File: config.mk
export PLATFORM = sky130hd
export DESIGN_NAME = lc3_mem_arbiter
export DESIGN_NICKNAME = d
export VERILOG_FILES = /design/src/rtl/lc3_mem_arbiter.sv
export SDC_FILE = /design/constraint.sdc
export NUM_CORES = 1
export LEC_CHECK = 0
export ABC_AREA = 1
export CAP_MARGIN = 20
export CORE_UTILIZATION = 31
export DETAILED_ROUTE_END_ITERATION = 12
export HOLD_SLACK_MARGIN = 0.02
export PLACE_DENSITY = 0.88
export SYNTH_ARGS = -nofsm -noshare
export SYNTH_HDL_FRONTEND = slang
export SYNTH_SLANG_ARGS = --single-unit
File: constraint.sdc
create_clock -name clock -period 3.2 [get_ports clock]
set_input_delay 0.8 -clock clock [delete_from_list [all_inputs] [get_ports clock]]
set_output_delay 0.8 -clock clock [all_outputs]
set_load 0.01 [all_outputs]
File: src/rtl/lc3_mem_arbiter.sv
// Single-port LC-3 memory arbiter: memory-stage accesses (direct and indirect)
// take priority over instruction fetch; a taken branch squashes the fetch in flight.
module lc3_mem_arbiter #(
    parameter int ADDR_W = 16,
    parameter int DATA_W = 16
) (
    input  logic              clock,
    input  logic              reset,
    input  logic              if_req,
    input  logic [ADDR_W-1:0] if_addr,
    input  logic              br_taken,
    input  logic              ms_req,
    input  logic              ms_we,
    input  logic              ms_ind,
    input  logic [ADDR_W-1:0] ms_addr,
    input  logic [DATA_W-1:0] ms_wdata,
    input  logic [DATA_W-1:0] m_dout,
    output logic [ADDR_W-1:0] m_addr,
    output logic [DATA_W-1:0] m_din,
    output logic              m_rd,
    output logic              m_we,
    output logic              if_gnt,
    output logic              if_valid,
    output logic [DATA_W-1:0] if_instr,
    output logic              ms_done,
    output logic [DATA_W-1:0] ms_rdata
);

    typedef enum logic [1:0] {
        S_IDLE,
        S_PTR,
        S_DONE
    } state_t;

    state_t            r_state;
    state_t            w_next;
    logic              r_pend;
    logic              r_kill;
    logic              w_slot;
    logic              w_rd;
    logic              w_we;
    logic              w_gnt;
    logic [ADDR_W-1:0] w_addr;
    logic [DATA_W-1:0] w_din;

    // Port steering. DONE is a fetch slot so a back-to-back requester cannot starve Fetch.
    always_comb begin
        w_next = r_state;
        w_addr = '0;
        w_din  = '0;
        w_rd   = 1'b0;
        w_we   = 1'b0;
        w_gnt  = 1'b0;
        w_slot = 1'b0;
        case (r_state)
            S_IDLE: begin
                if (ms_req) begin
                    w_addr = ms_addr;
                    if (ms_ind) begin
                        w_rd   = 1'b1;
                        w_next = S_PTR;
                    end else begin
                        w_we   = ms_we;
                        w_rd   = !ms_we;
                        w_din  = ms_wdata;
                        w_next = S_DONE;
                    end
                end else begin
                    w_slot = 1'b1;
                end
            end
            S_PTR: begin
                w_addr = ADDR_W'(m_dout);
                w_we   = ms_we;
                w_rd   = !ms_we;
                w_din  = ms_wdata;
                w_next = S_DONE;
            end
            S_DONE: begin
                w_slot = 1'b1;
                w_next = S_IDLE;
            end
            default: w_next = S_IDLE;
        endcase
        if (w_slot && if_req) begin
            w_addr = if_addr;
            w_rd   = 1'b1;
            w_gnt  = 1'b1;
        end
    end

    always_ff @(posedge clock or negedge reset) begin
        if (!reset) begin
            r_state <= S_IDLE;
            r_pend  <= 1'b0;
            r_kill  <= 1'b0;
        end else begin
            r_state <= w_next;
            r_pend  <= w_gnt;
            r_kill  <= br_taken;
        end
    end

    // Everything is forced low while reset is held, including the combinational strobes.
    assign m_addr   = reset ? w_addr : '0;
    assign m_din    = reset ? w_din  : '0;
    assign m_rd     = reset & w_rd;
    assign m_we     = reset & w_we;
    assign if_gnt   = reset & w_gnt;
    assign if_valid = reset & r_pend & !r_kill & !br_taken;
    assign if_instr = reset ? m_dout : '0;
    assign ms_done  = reset & (r_state == S_DONE);
    assign ms_rdata = ms_done ? m_dout : '0;

endmodule

# Word level (Yosys, flattened, before mapping)
# Index checks and enable logic that the tools add are counted.
[totals]
register_bits = 4
input_bits = 71
elab_cells = 41
output_inout_bits = 69
[classes]
mux = 23
n_reduce_logical = 5
n_eq_ne = 3
bitwise_logic = 7
[ops]
columns = ["cell", "n"]
rows = [
  ["$mux W16", 8],
  ["$pmux W16 S2", 2],
  ["$and A1 B1 Y1", 7],
  ["$mux W1", 7],
  ["$pmux W1 S2", 3],
  ["$mux W2", 2],
  ["$pmux W2 S2", 1],
  ["$logic_not A1 Y1", 3],
  ["$eq A2 B1 Y1 const B", 1],
  ["$eq A2 B2 Y1 const B", 1],
  ["$logic_not A2 Y1", 1],
  ["$ne A2 B2 Y1 const B", 1],
  ["$logic_and A1 B1 Y1", 1],
]

# Longest topological paths before layout
# Gate-level depths: netlist of run 1.
[depth]
depth_word = 6
depth_mapped = 7
mapped_depth_nobuf = 6

# Least setup slack after synthesis of run 1
# OpenSTA, ideal clock, no wires.
[synth_path]
kind = "input to output"
from = "input port reset"
to = "output port m_din[5]"
arrival_time_ps = 1568
path_buffers = 2
cell_stages = 4
required_time_ps = 2400
path_slack_ps = 832
cell_sequence = "buf_2 clkinv_1 buf_2 nor2_1"
[synth_between]
elab_chain_cells = 1
[synth_lines]
columns = ["item", "line_no", "text"]
rows = [
  ["start, declared", "8", "input logic reset,"],
  ["$mux W16", "106", "assign m_din = reset ? w_din : '0;"],
  ["end, declared", "19", "output logic [DATA_W-1:0] m_din,"],
]
# Every way passes these cells.

# Worst setup path in the final report of run 1
[layout_path]
from = "input port ms_req"
to = "output port m_din[4]"
[layout_between]
elab_chain_cells = 3
[layout_lines]
columns = ["item", "line_no", "text"]
rows = [
  ["start, declared", "12", "input logic ms_req,"],
  ["$mux W16", "57", "if (ms_req) begin"],
  ["$pmux W16 S2", "55", "case (r_state)"],
  ["$mux W16", "106", ""],
]
# Every way passes these cells.

==> results of run 1 <==
## cell usage in the layout, fill, tap and decap left out
cell type | Yosys | routed
buf_4 | 3 | 8
nand2_1 | 76 | 76
clkinv_2 | 0 | 1
nor2_8 | 1 | 1
buf_12 | 0 | 4
buf_6 | 2 | 1
dfrtp_1 | 4 | 4
a21oi_1 | 1 | 1
clkdlybuf4s50_1 | 0 | 113
nand3b_1 | 16 | 16
nor2_1 | 57 | 57
inv_1 | 23 | 23
nand3_1 | 18 | 18
o21ai_4 | 1 | 1
nand2_2 | 11 | 11
nand4_1 | 1 | 1
nand2_4 | 1 | 1
dlygate4sd2_1 | 0 | 24
inv_4 | 1 | 1
nor3_1 | 17 | 17
o21ai_0 | 1 | 1
nor2_2 | 9 | 9
clkbuf_8 | 0 | 3
dlymetal6s2s_1 | 0 | 2
## metrics by stage
| stage | instance area [µm²] | hold WS [ns] | total power [mW] | util, % |
|---|---|---|---|---|
| 2_1_floorplan | 1290 | 0.504 | 0.251 | - |
| 3_3_place_gp | 2780 | 0.737 | 0.481 | 69.5 |
| 3_5_place_dp | 2780 | 0.756 | 0.487 | 69.5 |
| 4_1_cts | 2800 | 0.763 | 0.583 | 69.9 |
| 5_1_grt | 2800 | 0.799 | 0.626 | 70.1 |
| 6_report | 2800 | 0.757 | 0.579 | 70.1 |
## flip-flops by register name, summed over array words and instances (netlist names)
name and count:
r_state 2, r_pend 1, r_kill 1
## critical path, delay by kind of cell
| family | cells | cell delay, ns |
|---|---|---|
| compound gates | 1 | 0.21 |
| simple gates | 3 | 0.24 |
| buf+inv | 3 | 0.99 |
## worst paths after layout
check / startpoint / to / cells past startpoint
worst max register to register: r_state[1] / r_state[1] / 4
worst max-delay path: ms_req / m_din[4] / 7
worst min-delay path: r_state[1] / r_state[0] / 3
min in group asynchronous: reset / r_state[1] / 2
max in group asynchronous: reset / r_pend / 2
worst min register to register: r_state[1] / r_state[0] / 3
## layer usage
| metal | up-vias | wire [µm] | global-route usage [%] | share of wire, % |
|---|---|---|---|---|
| met4 | 0 | 76 | 6.12 | 1.3 |
| li1 | 1062 | - | - | - |
| met1 | 912 | 2320 | 31.3 | 41 |
| met2 | 87 | 2870 | 42.9 | 51 |
| met3 | 9 | 364 | 5.48 | 6.5 |
| met5 | - | 0 | 0 | 0 |
## synthesized netlist by cell type (2+ instances only)
library cell  count
nor2_1           57
nand3_1          18
nor3_1           17
nand2_2          11
nand2_1          76
nand3b_1         16
buf_2            10
inv_1            23
clkbuf_1          4
nor2_2            9
buf_4             3
buf_6             2
dfrtp_1           4
## cell type report
cell class                 instances  area, µm²  area share [%]
sequential                         4        100            3.57
multi-input combinational        210        983            35.1
inverter                          25       97.6            3.48
timing repair buffer             152       1520            54.2
clock buffer                       3       41.3            1.47
tap                               50       62.6            2.23
## repair_timing
action / in CTS / in global routing
endpoints found under the setup margin: 37 / 13
gates resized for setup: 26 / 2
pin swaps: 0 / 1
## kinds of logic after synthesis
kind of cell	Yosys count	share of synthesized area (%)
simple gates	207	74.2
buf+inv	44	16.0
flops	4	7.76
compound gates	3	2.04
## power breakdown
| group | internal [mW] | switching, mW |
|---|---|---|
| Sequential | 0.0548 | 0.00579 |
| Clock | 0.0804 | 0.0285 |
| Combinational | 0.214 | 0.195 |
==> impl_metrics.env, run 1 <==
export IMPL_ys_ff_latch=4
export IMPL_fin_crit_sh_pct=95.2
export IMPL_cp_arrival_ns=2.25
export IMPL_yosys_warnings=0
export IMPL_dieArea_um2=4420
export IMPL_hpwl_mm=4.46
export IMPL_post_drt_via_cell_ratio=4.66
export IMPL_critical_path_class="in -> out"
export IMPL_ys_flop_type="dfrtp_1"
export IMPL_num_rows=23
export IMPL_synthTopCellsByArea="nand2_1 (22%), nor2_1 (17%), nand3b_1 (9.3%)"
export IMPL_io_pin_count=140
export IMPL_htreeDepth=1
export IMPL_cp_required_ns=2.40
export IMPL_cts_root_buffer="clkbuf_8"
export IMPL_end_kind="output pin"
export IMPL_syn_nets=329
export IMPL_finalSetupViolCount=0
export IMPL_num_fill_cells=354
export IMPL_die_x_um=66.5
export IMPL_portBuffers=139
export IMPL_cts_tree="built"
export IMPL_syn_inst=258
export IMPL_drv_cap=0
export IMPL_initial_utilization_pct=32.2
export IMPL_synthArstFlopShare_pct=100
export IMPL_netlist_area_um2=1290
export IMPL_area_growth_pct=117
export IMPL_dp_cells=441
export IMPL_pre_cts_ws_ns=-0.0875
export IMPL_clock_sink_count=4
export IMPL_grt_total_usage_pct=25.0
export IMPL_cts_buffers=3
export IMPL_cts_setup_buffers=0
export IMPL_grt_pass1_vias=1857
export IMPL_core_area_um2=4000
export IMPL_cpPeakStageDelay_ns=0.55
export IMPL_drc=0
export IMPL_cts_buffer_depth=2
export IMPL_fin_skew_ns=0.00270
export IMPL_p_leak_nw=1.41
export IMPL_min_period_ns=3.05
export IMPL_wire_per_inst_um=12.7
export IMPL_maxSlewHeadroom_pct=65.2
export IMPL_ir_drop_mv=0.190
export IMPL_synth_top_area_share_pct=22.1
export IMPL_clock_latency_ns=0.22
export IMPL_p_per_area_nw_per_um2=207
export IMPL_synth_edf_count=0
export IMPL_clkSlewWorstSetupHoldPaths_ns=0.03
export IMPL_crit_fanout=14
export IMPL_hold_path_class="reg -> reg"
export IMPL_rrSetupSlack_ns=1.94
export IMPL_finalHoldViolations=0
export IMPL_ys_types=21
export IMPL_syn_avg_cell_area_um2=5.00
export IMPL_worst_slack_ns=0.154
export IMPL_rsz0062_at_grt="no"
export IMPL_finalSetupTns_ns=0
export IMPL_gp_congestion=0.800
export IMPL_die_h_um=66.5
export IMPL_drt_initial_drc_count=106
export IMPL_worst_pin_slew_ns=0.522
export IMPL_grt_start_max_net_pins=38
export IMPL_diodes=0
export IMPL_postCtsHoldBufs=0
export IMPL_timing_fmax_mhz=328
export IMPL_final_antenna_net_count=0
export IMPL_finalNetCount=467
export IMPL_layout_drive_gt1_share_pct=10.4
export IMPL_drt_total_wl_mm=5.63
export IMPL_grt_overflow=0
export IMPL_cp_start_kind="input pin"
export IMPL_synth_top_area_cell="nand2_1"
export IMPL_vias=2070
export IMPL_status="finished, final reports clean"
export IMPL_slew_violations=0
export IMPL_antenna_found_initial=0
export IMPL_dr_pass1_iters=4
export IMPL_fin_cells=444
export IMPL_grt_first_pass_wirelength_mm=8.60
export IMPL_cp_slowest_cell="clkdlybuf4s50_1"
export IMPL_crit_path_cell_trace="dlygate4sd2_1 -> nand2_4 -> o21ai_4 -> buf_12 -> nand2_1 -> nor2_1 -> clkdlybuf4s50_1"
export IMPL_yosysSeqAreaShare_pct=7.76
Power figures use the tool's default switching activity.
==> run 2: changes to the inputs <==
Settings changed: CORE_UTILIZATION 31 to 29, PLACE_DENSITY 0.88 to 0.83.
Clock period 3.2 ns to 2.88 ns, I/O delays scaled along.
==> impl_metrics.env, run 2 (synthesis results as in run 1) <==
export IMPL_finalHoldViolations=0
export IMPL_die_x_um=68.7
export IMPL_layout_drive_gt1_share_pct=12.3
export IMPL_cts_tree="built"
export IMPL_netSwitchingFraction_pct=39.1
export IMPL_cts_buffer_depth=2
export IMPL_clock_sink_count=4
export IMPL_finalNetCount=472
export IMPL_ir_drop_mv=0.119
export IMPL_postCtsHoldBufs=0
export IMPL_mostFrequentLayoutCells="clkdlybuf4s50_1 (109), nand2_1 (76), nor2_1 (57)"
export IMPL_final_common_cell="clkdlybuf4s50_1"
export IMPL_diodes=0
export IMPL_vias=2038
export IMPL_wire_per_inst_um=12.7
export IMPL_grt_first_pass_wirelength_mm=8.44
export IMPL_portBuffers=139
export IMPL_grt_pass1_vias=1869
export IMPL_drv_cap=0
export IMPL_cts_root_buffer="clkbuf_8"
export IMPL_largest_reg_flops=2
export IMPL_rrSetupSlack_ns=1.76
export IMPL_final_area_um2=2840
export IMPL_area_growth_pct=120
export IMPL_num_rows=23
export IMPL_worst_pin_slew_ns=0.313
export IMPL_grt_start_max_net_pins=39
export IMPL_antenna_found_initial=0
export IMPL_critical_path_top_delay_family="buffers and inverters"
export IMPL_critical_path_class="in -> out"
export IMPL_cp_required_ns=2.16
export IMPL_cp_num_buf_inv=3
export IMPL_p_seq_share_pct=10.5
export IMPL_initial_utilization_pct=31.1
export IMPL_p_per_area_nw_per_um2=227
export IMPL_cp_start_kind="input pin"
export IMPL_hpwl_mm=4.60
export IMPL_timing_fmax_mhz=360
export IMPL_power_mw=0.645
export IMPL_end_kind="output pin"
export IMPL_power_switching_mw=0.252
export IMPL_drt_total_wl_mm=5.71
export IMPL_drt_initial_drc_count=82
export IMPL_finalSetupViolCount=0
export IMPL_min_period_ns=2.78
export IMPL_comb_power_share_pct=71.1
export IMPL_maxSlewHeadroom_pct=79.0
export IMPL_status="finished, final reports clean"
export IMPL_cp_slowest_cell="clkdlybuf4s50_1"
export IMPL_cp_arrival_ns=2.06
export IMPL_slew_violations=0
export IMPL_top_regs="r_state (2), r_kill (1), r_pend (1)"
export IMPL_crit_fanout=16
export IMPL_p_leak_nw=1.43
export IMPL_rsz0062_at_grt="no"
export IMPL_htreeDepth=1
export IMPL_grt_overflow=0
export IMPL_core_area_um2=4140
export IMPL_gp_congestion=0.799
export IMPL_clkSlewWorstSetupHoldPaths_ns=0.03
export IMPL_fin_crit_sh_pct=96.4
export IMPL_final_antenna_net_count=0
export IMPL_crit_path_cell_trace="clkdlybuf4s15_1 -> nand2_4 -> o21ai_4 -> buf_12 -> nand2_1 -> nor2_1 -> clkdlybuf4s50_1"
export IMPL_grt_total_usage_pct=23.5
export IMPL_num_fill_cells=393
export IMPL_hold_path_class="in -> async"
export IMPL_dieArea_um2=4720
export IMPL_post_drt_via_cell_ratio=4.54
export IMPL_cts_buffers=3
export IMPL_multi_input_area_um2=983
export IMPL_io_pin_count=140
export IMPL_die_h_um=68.7
export IMPL_drc=0
export IMPL_p_int_mw=0.393
export IMPL_dr_pass1_iters=6
export IMPL_top_register="r_state"
export IMPL_clock_latency_ns=0.22
export IMPL_dpl_instance_area_um2=2800
export IMPL_cpPeakStageDelay_ns=0.53
export IMPL_seqCellArea_um2=101
export IMPL_fin_skew_ns=0.00452
export IMPL_p_clk_share_pct=18.4
[run 2: cell types whose count changed in the layout (fill, tap and decap cells not counted), moves of 2 or more]
| cell | previous run | this run |
|---|---|---|
| dlymetal6s2s_1 | 2 | 0 |
| clkdlybuf4s50_1 | 113 | 109 |
| dlygate4sd2_1 | 24 | 27 |
| buf_4 | 8 | 13 |
| clkdlybuf4s15_1 | 0 | 2 |
[run 2: final timing paths]
check | startpoint | to | cells past startpoint
setup reg to reg | r_state[1] | r_state[1] | 4
max in group asynchronous | reset | r_state[0] | 2
min in group clock | r_state[0] | r_state[0] | 3
hold / removal | reset | r_state[1] | 2
hold reg to reg | r_state[0] | r_state[0] | 3
setup / recovery | ms_req | m_din[3] | 7
[run 2: layout make-up]
class / instances / area share (%)
Inverter: 25 / 3.43
Sequential cell: 4 / 3.57
Clock buffer: 3 / 1.45
Timing Repair Buffer: 157 / 54.7
Multi-Input combinational cell: 210 / 34.6
Tap cell: 50 / 2.20
[run 2: power groups by stage]
stage	clock (mW)	sequential (mW)	combinational, mW
floorplan	0	0.0636	0.215
global placement	0	0.0678	0.469
detailed placement	0	0.0680	0.473
CTS	0.123	0.0674	0.455
global route	0.127	0.0685	0.501
finish	0.119	0.0677	0.459
[run 2: metrics by stage]
step	instances	setup TNS, ns	hold WS [ns]	setup slack [ns]	util [%]
2_1_floorplan	258	0	0.424	0.672	-
5_1_grt	449	0	0.580	0.00172	68.6
6_report	449	0	0.567	0.105	68.6
4_1_cts	448	0	0.682	0.0684	68.0
3_3_place_gp	444	-9.07	0.852	-0.205	67.7
3_5_place_dp	444	-9.48	0.873	-0.229	67.7
[run 2: metal layers]
layer	up-vias	GRT usage (%)	wire length, µm
met2	70	42.6	2940
met3	8	4.44	308
li1	1079	-	-
met5	-	0	0
met1	881	26.9	2370
met4	0	9.18	87
[run 2: repair_timing]
item | CTS | global route
endpoints found under the setup margin | 69 | 13
resized for setup | 32 | 5
setup buffers | 1 | 0
cloned | 0 | 1
==> run 3: changes to the inputs <==
Settings changed: CORE_UTILIZATION 29 to 31, PLACE_DENSITY 0.83 to 0.88.
Clock period 2.88 ns to 3.4 ns, I/O delays scaled along.
==> impl_metrics.env, run 3 (synthesis results as in run 1) <==
export IMPL_rsz0062_at_grt="no"
export IMPL_diodes=0
export IMPL_crit_fanout=16
export IMPL_htreeDepth=1
export IMPL_antenna_found_initial=0
export IMPL_initial_utilization_pct=32.2
export IMPL_fin_hold_ws_ns=0.751
export IMPL_dr_pass1_iters=4
export IMPL_drt_total_wl_mm=5.56
export IMPL_multi_input_area_um2=988
export IMPL_drc=0
export IMPL_drt_initial_drc_count=130
export IMPL_fin_skew_ns=0.00251
export IMPL_final_antenna_net_count=0
export IMPL_critical_path_top_delay_family="buffers and inverters"
export IMPL_area_growth_pct=117
export IMPL_die_h_um=66.5
export IMPL_core_area_um2=4000
export IMPL_cts_tree="built"
export IMPL_ir_drop_mv=0.214
export IMPL_p_seq_share_pct=10.3
export IMPL_wire_per_inst_um=12.7
export IMPL_cp_slowest_cell="clkdlybuf4s50_1"
export IMPL_cp_arrival_ns=2.47
export IMPL_clock_latency_ns=0.22
export IMPL_largest_reg_flops=2
export IMPL_top_register="r_state"
export IMPL_post_drt_via_cell_ratio=4.60
export IMPL_p_int_mw=0.335
export IMPL_hpwl_mm=4.18
export IMPL_layout_drive_gt1_share_pct=9.00
export IMPL_dieArea_um2=4420
export IMPL_worstRegToRegCells=4
export IMPL_rrSetupSlack_ns=2.14
export IMPL_end_kind="output pin"
export IMPL_io_pin_count=140
export IMPL_cp_start_kind="input pin"
export IMPL_final_common_cell="clkdlybuf4s50_1"
export IMPL_clkSlewWorstSetupHoldPaths_ns=0.03
export IMPL_grt_total_usage_pct=23.6
export IMPL_crit_path_cell_trace="clkdlybuf4s50_1 -> inv_1 -> nor2_8 -> buf_4 -> nand3b_1 -> nand2_1 -> nor2_1 -> clkdlybuf4s50_1"
export IMPL_seqCellArea_um2=100
export IMPL_fin_crit_sh_pct=97.8
export IMPL_cp_required_ns=2.55
export IMPL_drv_cap=0
export IMPL_grt_pass1_vias=1807
export IMPL_gp_congestion=0.908
export IMPL_mostFrequentLayoutCells="clkdlybuf4s50_1 (134), nand2_1 (76), nor2_1 (57)"
export IMPL_grt_first_pass_wirelength_mm=8.18
export IMPL_grt_start_max_net_pins=39
export IMPL_grt_overflow=0
export IMPL_hold_path_class="reg -> reg"
export IMPL_whs_endpoint="r_state[0]"
export IMPL_power_mw=0.550
export IMPL_portBuffers=139
export IMPL_hold_depth=3
export IMPL_cp_num_buf_inv=4
export IMPL_finalHoldViolations=0
export IMPL_status="finished, final reports clean"
export IMPL_finalNetCount=462
export IMPL_r2r_start="r_state[1]"
export IMPL_cpMostUsedCell="clkdlybuf4s50_1"
export IMPL_cts_buffer_depth=2
export IMPL_die_x_um=66.5
export IMPL_timing_fmax_mhz=301
export IMPL_worst_r2r_endpoint="r_state[1]"
export IMPL_p_leak_nw=1.34
export IMPL_slew_violations=0
export IMPL_postCtsHoldBufs=0
export IMPL_finalSetupTns_ns=0
export IMPL_num_fill_cells=360
export IMPL_worst_pin_slew_ns=0.502
export IMPL_cpPeakStageDelay_ns=0.56
export IMPL_p_per_area_nw_per_um2=197
export IMPL_netSwitchingFraction_pct=39.2
export IMPL_power_switching_mw=0.216
export IMPL_cts_setup_buffers=0
export IMPL_p_clk_share_pct=18.9
export IMPL_comb_power_share_pct=70.8
export IMPL_vias=2021
export IMPL_cts_root_buffer="clkbuf_8"
export IMPL_critical_path_class="in -> out"
export IMPL_hold_start="r_state[1]"
export IMPL_cts_buffers=3
export IMPL_top_regs="r_state (2), r_kill (1), r_pend (1)"
export IMPL_num_rows=23
export IMPL_min_period_ns=3.32
export IMPL_finalSetupViolCount=0
export IMPL_clock_sink_count=4
export IMPL_maxSlewHeadroom_pct=66.5
## run 3: worst max path at each step
stage	start	to	slack, ns	cells after the start
detailed placement	if_req	m_rd	-0.01	8
finish	if_req	m_addr[11]	0.08	8
CTS	ms_req	m_addr[7]	0.02	7
global route	if_req	m_addr[10]	0.002	8
global placement	ms_req	m_addr[10]	0.01	7
floorplan	reset	m_din[5]	0.93	4
## run 3: power groups by stage
stage | Clock [mW] | Sequential (mW) | Combinational (mW)
2_1_floorplan | 0 | 0.0538 | 0.182
3_3_place_gp | 0 | 0.0572 | 0.378
3_5_place_dp | 0 | 0.0574 | 0.384
4_1_cts | 0.106 | 0.0569 | 0.386
5_1_grt | 0.108 | 0.0577 | 0.423
6_report | 0.104 | 0.0570 | 0.389
## run 3: repair_timing
action / in CTS / in global routing
endpoints found under the setup margin: 2 / 26
gates cloned: 0 / 1
resized for setup: 1 / 6
## run 3: through the flow
stage               area, µm²  utilization [%]  instances  setup slack [ns]
detailed placement       2710             67.8        435          -0.00977
global placement         2710             67.8        435            0.0145
finish                   2800             70.0        439            0.0758
floorplan                1290                -        258             0.932
global route             2800             70.0        439           0.00200
CTS                      2760             68.9        438            0.0171
## run 3: worst reg2reg max path, cell delays in order (launching register included)
cell and delay [ns]:
dfrtp_1 0.40, inv_4 0.30, nand2_4 0.14, o21ai_4 0.17
buf_12 0.17
## run 3: cell type report
class | count | share of cell area [%]
inverters | 25 | 3.44
repair buffers | 147 | 54.0
flip-flops and latches | 4 | 3.58
clock buffers | 3 | 1.48
well taps | 50 | 2.24
multi-input cells | 210 | 35.3
## run 3: metal layers
layer / track usage (%) / part of all wire, % / wire, µm / vias up
met5: 0 / 0 / 0 / -
met4: 9.31 / 2.7 / 148 / 0
met3: 3.60 / 6.1 / 341 / 14
met2: 40.9 / 50 / 2760 / 78
met1: 28.9 / 42 / 2320 / 872
li1: - / - / - / 1057
